## config.mk

```make
export PLATFORM = sky130hd
export DESIGN_NAME = counter_share_arbiter_flat
export DESIGN_NICKNAME = d
export VERILOG_FILES = /design/src/rtl/counter_share_arbiter_if.sv /design/src/rtl/counter_share_arbiter.sv /design/src/flat_wrapper.sv
export SDC_FILE = /design/constraint.sdc
export NUM_CORES = 1
export LEC_CHECK = 0
export CAP_MARGIN = 5
export CORE_UTILIZATION = 43
export CTS_CLUSTER_SIZE = 28
export DETAILED_ROUTE_END_ITERATION = 8
export HOLD_SLACK_MARGIN = 0.05
export PLACE_DENSITY = 0.79
export SYNTH_ARGS = -nofsm -noshare
export SYNTH_HDL_FRONTEND = slang
export SYNTH_SLANG_ARGS = --single-unit
```

## constraint.sdc

```tcl
create_clock -name clk -period 2.3 [get_ports clk]
set_input_delay 0.46 -clock clk [delete_from_list [all_inputs] [get_ports clk]]
set_output_delay 0.46 -clock clk [all_outputs]
set_load 0.01 [all_outputs]
```

## src/rtl/counter_share_arbiter_if.sv

```systemverilog
// Request/grant bundle between the client blocks and the shared interval counter.
// The arbiter takes the slave side; clients, or a bench, take the master side.
interface counter_share_arbiter_if #(
    parameter int NREQ = 4,
    parameter int CW   = 8
);
    logic [NREQ-1:0]    req;
    logic [NREQ*CW-1:0] len;
    logic [NREQ-1:0]    gnt;
    logic               busy;
    logic [CW-1:0]      count;
    logic [NREQ-1:0]    done;

    modport master (
        output req,
        output len,
        input  gnt,
        input  busy,
        input  count,
        input  done
    );

    modport slave (
        input  req,
        input  len,
        output gnt,
        output busy,
        output count,
        output done
    );
endinterface

```

## src/rtl/counter_share_arbiter.sv

```systemverilog
// Round-robin arbiter that lends one down-counter to NREQ requesters.
// The owner gets a one-cycle done pulse when its interval has fully counted down.
module counter_share_arbiter #(
    parameter int NREQ = 4,
    parameter int CW   = 8
) (
    input logic                     clk,
    input logic                     rst_n,
    counter_share_arbiter_if.slave  bus
);
    localparam int PW = (NREQ > 1) ? $clog2(NREQ) : 1;

    typedef enum logic [1:0] {
        IDLE,
        RUN,
        DONE
    } state_t;

    state_t          state, next_state;
    logic [NREQ-1:0] gnt_q, next_gnt;
    logic [NREQ-1:0] done_q, next_done;
    logic [CW-1:0]   count_q, next_count;
    logic [PW-1:0]   last_q, next_last;
    logic            busy_q;

    logic [CW-1:0]   len_arr [NREQ];
    logic [PW-1:0]   winner;
    logic [PW-1:0]   cand;
    logic            found;

    for (genvar i = 0; i < NREQ; i++) begin : g_len
        assign len_arr[i] = bus.len[i*CW +: CW];
    end

    // Search starts just after the previous winner, so the last owner ranks lowest.
    always_comb begin
        found  = 1'b0;
        winner = last_q;
        cand   = '0;
        for (int k = 1; k <= NREQ; k++) begin
            cand = PW'((int'(last_q) + k) % NREQ);
            if (!found && bus.req[cand]) begin
                found  = 1'b1;
                winner = cand;
            end
        end
    end

    always_comb begin
        next_state = state;
        next_gnt   = gnt_q;
        next_count = count_q;
        next_done  = '0;
        next_last  = last_q;
        case (state)
            IDLE: begin
                if (found) begin
                    next_state = RUN;
                    next_gnt   = NREQ'(1) << winner;
                    next_count = len_arr[winner];
                    next_last  = winner;
                end
            end
            RUN: begin
                // A dropped request wins over expiry: the owner no longer wants the pulse.
                if ((bus.req & gnt_q) == '0) begin
                    next_state = IDLE;
                    next_gnt   = '0;
                    next_count = '0;
                end else if (count_q == '0) begin
                    next_state = DONE;
                    next_done  = gnt_q;
                end else begin
                    next_count = count_q - CW'(1);
                end
            end
            DONE: begin
                next_state = IDLE;
                next_gnt   = '0;
            end
            default: begin
                next_state = IDLE;
                next_gnt   = '0;
                next_count = '0;
            end
        endcase
    end

    always_ff @(posedge clk or negedge rst_n) begin
        if (!rst_n) begin
            state   <= IDLE;
            gnt_q   <= '0;
            done_q  <= '0;
            count_q <= '0;
            busy_q  <= 1'b0;
            last_q  <= PW'(NREQ - 1);
        end else begin
            state   <= next_state;
            gnt_q   <= next_gnt;
            done_q  <= next_done;
            count_q <= next_count;
            busy_q  <= (next_state != IDLE);
            last_q  <= next_last;
        end
    end

    assign bus.gnt   = gnt_q;
    assign bus.done  = done_q;
    assign bus.count = count_q;
    assign bus.busy  = busy_q;

endmodule

```

## src/flat_wrapper.sv

```systemverilog
// flat-port wrapper written by rule: the top's interface ports become plain ports
module counter_share_arbiter_flat 
#(
    parameter int NREQ = 4,
    parameter int CW   = 8
)
  (clk, rst_n, bus_req, bus_len, bus_gnt, bus_busy, bus_count, bus_done);
  counter_share_arbiter_if #(.NREQ(NREQ), .CW(CW)) bus_i ();
  input logic clk;
  input logic rst_n;
  input wire logic [$bits(bus_i.req)-1:0] bus_req;
  input wire logic [$bits(bus_i.len)-1:0] bus_len;
  output wire logic [$bits(bus_i.gnt)-1:0] bus_gnt;
  output wire logic [$bits(bus_i.busy)-1:0] bus_busy;
  output wire logic [$bits(bus_i.count)-1:0] bus_count;
  output wire logic [$bits(bus_i.done)-1:0] bus_done;
  assign bus_i.req = bus_req;
  assign bus_i.len = bus_len;
  assign bus_gnt = bus_i.gnt;
  assign bus_busy = bus_i.busy;
  assign bus_count = bus_i.count;
  assign bus_done = bus_i.done;
  counter_share_arbiter #(.NREQ(NREQ), .CW(CW)) u_core (.clk(clk), .rst_n(rst_n), .bus(bus_i));
endmodule
```

==> flow_summary.toml <==
[critical_path]
cp-start-kind = "primary input"
cp_max_fo = 8
crit_start = "bus_req[3]"
timing.rr.end = "u_core.bus.count[3]$_DFFE_PN0P_"
max_stage_delay_ps = 490
path_buf_inv = 2
worstSetupEndpoint = "u_core.bus.count[4]$_DFFE_PN0P_"
worstSetupEndpointType = "register"
r2r_cells = 8
path_class = "in -> reg"
critical_path.top_delay_family = "compound AO/OA/AOI/OAI gates"
r2r_start = "u_core.bus.count[0]$_DFFE_PN0P_"
required_ps = 2510
crit_top_cell = "a21oi_1"
crit_cells = 8
cp_slowest_cell = "clkdlybuf4s50_1"
arrival_ps = 2320
crit_chain = "clkdlybuf4s50_1 > nor2b_1 > a21oi_1 > o221ai_2 > buf_4 > mux2i_1 > a21oi_1 > a221o_1"
r2r_slack_ps = 230

[clock_network]
post_cts_buffers = 0
cts_max_path_buffers = 2
htreeDepth = 1
clk_pin_slew_ps = 120
root_buffer = "clkbuf_4"
clock_latency_ps = 310
clkSinkCount = 21
cts_made_buffers = 3
tritoncts = "done"

[detailed_routing]
dr.pass1.iters = 6
num_vias = 1388
wl_mm = 3.82
vias_per_cell = 5.40
ant_nets = 0
wire_per_inst_um = 14.9
dr.first_iter.drc_count = 63
drc = 0

[yosys]
ys_warn_count = 0
synth_top_cell_by_area = "dfrtp_1"
synth.top_cells.by_area = "dfrtp_1 34%, mux2i_1 13%, nor2_1 5.1%, dfstp_2 3.8%, and2_1 2.7%"
synth_nets = 183
synth.top_cell.area_share = 0.343
synth_async_sr_flop_share = 1.00
synth_flop_cell = "dfrtp_1"
synth_commonest_cells = "19 x dfrtp_1, 19 x nor2_1, 18 x mux2i_1, 10 x nand2_1"
synth_cell_types = 39
yosysSeqAreaShare = 0.381
synth-seq-cells = 21
syn_area_per_cell_um2 = 9.70
netlist_area_um2 = 1390
syn_inst = 143
synth_enable_flop_cells = 0

[timing]
setup_viol = 0
hold_violations = 0
layout_min_cycle_time_ps = 2120
max_slew_margin = 0.644
post-route-period-util = 0.920
hold_ws_ps = 480
skew_ps = 6.73
rsz0062_at_grt = "false"
setup_slack_ps = 183
drv_slew = 0
timing.fmax_ghz = 0.472
tightest_slew_ps = 529

[final_layout]
nets = 254
syn_to_final_growth_pct = 51.0
drive_above_1_share = 0.155
n_antenna_cell = 0
instances_no_fill = 257

[outcome]
status = "finished, final reports clean"

[global_routing]
grt_pass1_wl_mm = 6.13
grt_pass1_vias = 1328
overflow = 0
grtUsageTotal = 0.238
grt_max_degree = 22
antenna_found_initial = 0

[placed_design]
hpwl_mm = 3.05
place_congestion = 0.857
dp_worst_setup_slack_ps = -141
dp_cells = 253
portBuffers = 54

[min_path]
hold_path.class = "in -> async"

[pwr]
p_leak_nw = 0.927
ir_drop_mv = 0.596
power_density_nw_per_um2 = 1130

[floorplan]
num_io_pins = 55
core-area_um2 = 3050
die_area_um2 = 3460
die_w_um = 58.8
rows = 20
initial_core_util = 0.455
die_y_um = 58.8

[flow_run]
maxCapViolations = 0
## metal layers
metal / track usage / routed length (µm)
met4: 0.0748 / 43
met2: 0.432 / 2000
met3: 0.0242 / 152
met5: 0 / 0
met1: 0.294 / 1620
## what timing repair did
action                     4_1_cts  5_1_grt
setup endpoints to repair        0        8
hold buffers                     0        0
resized for setup                0        1
## state kept, by name, summed over array words and instances (netlist names)
register	flops
u_core.bus.count	8
u_core.bus.done	4
u_core.bus.busy	1
u_core.state	2
u_core.last_q	2
u_core.bus.gnt	4
## worst register-to-register path, delay by kind of cell (launching register included)
kind	cells	cell delay [ps]
buf+inv	1	110
flops	1	460
simple gates	3	630
compound gates	3	600
fa+ha+maj	1	170
## cell usage in the layout (no fill, tap or decap), types with 3 or more instances in the layout
cell type,n
a22o_1,4
a21oi_1,6
clkbuf_4,3
inv_1,4
a221o_1,3
dfrtp_1,19
o21ai_0,5
buf_4,18
mux2i_1,18
nor2b_1,3
and2_1,6
nor3_1,6
nand2b_1,3
nor2_1,19
nand2_1,10
mux2_2,3
clkdlybuf4s50_1,54
## how the worst min path moves through the flow
stage | from | to | slack, ps | cells after the start
2_1_floorplan | rst_n | u_core.bus.busy$_DFF_PN0_ | 160 | 0
3_3_place_gp | u_core.last_q[0]$_DFFE_PN1P_ | u_core.last_q[0]$_DFFE_PN1P_ | 520 | 2
3_5_place_dp | u_core.bus.count[4]$_DFFE_PN0P_ | u_core.bus.count[4]$_DFFE_PN0P_ | 540 | 1
4_1_cts | rst_n | u_core.state[1]$_DFF_PN0_ | 490 | 2
5_1_grt | rst_n | u_core.bus.done[1]$_DFF_PN0_ | 500 | 2
6_report | rst_n | u_core.bus.gnt[2]$_DFFE_PN0P_ | 480 | 2
## power breakdown
group	total [W]	internal [W]	switching [W]
clock network	0.000184	0.0000651	0.000119
registers	0.000691	0.000511	0.000179
logic	0.00150	0.000811	0.000693
## layout make-up
type / count / area (µm²)
Multi-Input combinational cell: 112 / 795
Tap cell: 44 / 55.1
Inverter: 4 / 15.0
Timing Repair Buffer: 72 / 676
Sequential cell: 21 / 528
Clock buffer: 3 / 22.5
Clock inverter: 1 / 5.00
Fill cell: 260 / 957
## stage by stage
step | cell area [µm²] | utilization | TNS [ps] | total power (W)
global placement | 2060 | 0.675 | -270 | 0.00212
finish | 2100 | 0.686 | 0 | 0.00238
global route | 2100 | 0.686 | 0 | 0.00255
detailed placement | 2060 | 0.675 | -521 | 0.00218
floorplan | 1390 | - | 0 | 0.00163
CTS | 2090 | 0.684 | 0 | 0.00237
## logic make-up after synthesis
family,after synthesis,share of synthesized area
simple gates,52,0.178
compound gates,35,0.197
mux,23,0.176
flops,21,0.381
buf+inv,10,0.0514
fa+ha+maj,2,0.0180
Note: power is estimated with default switching activity, not from simulation.
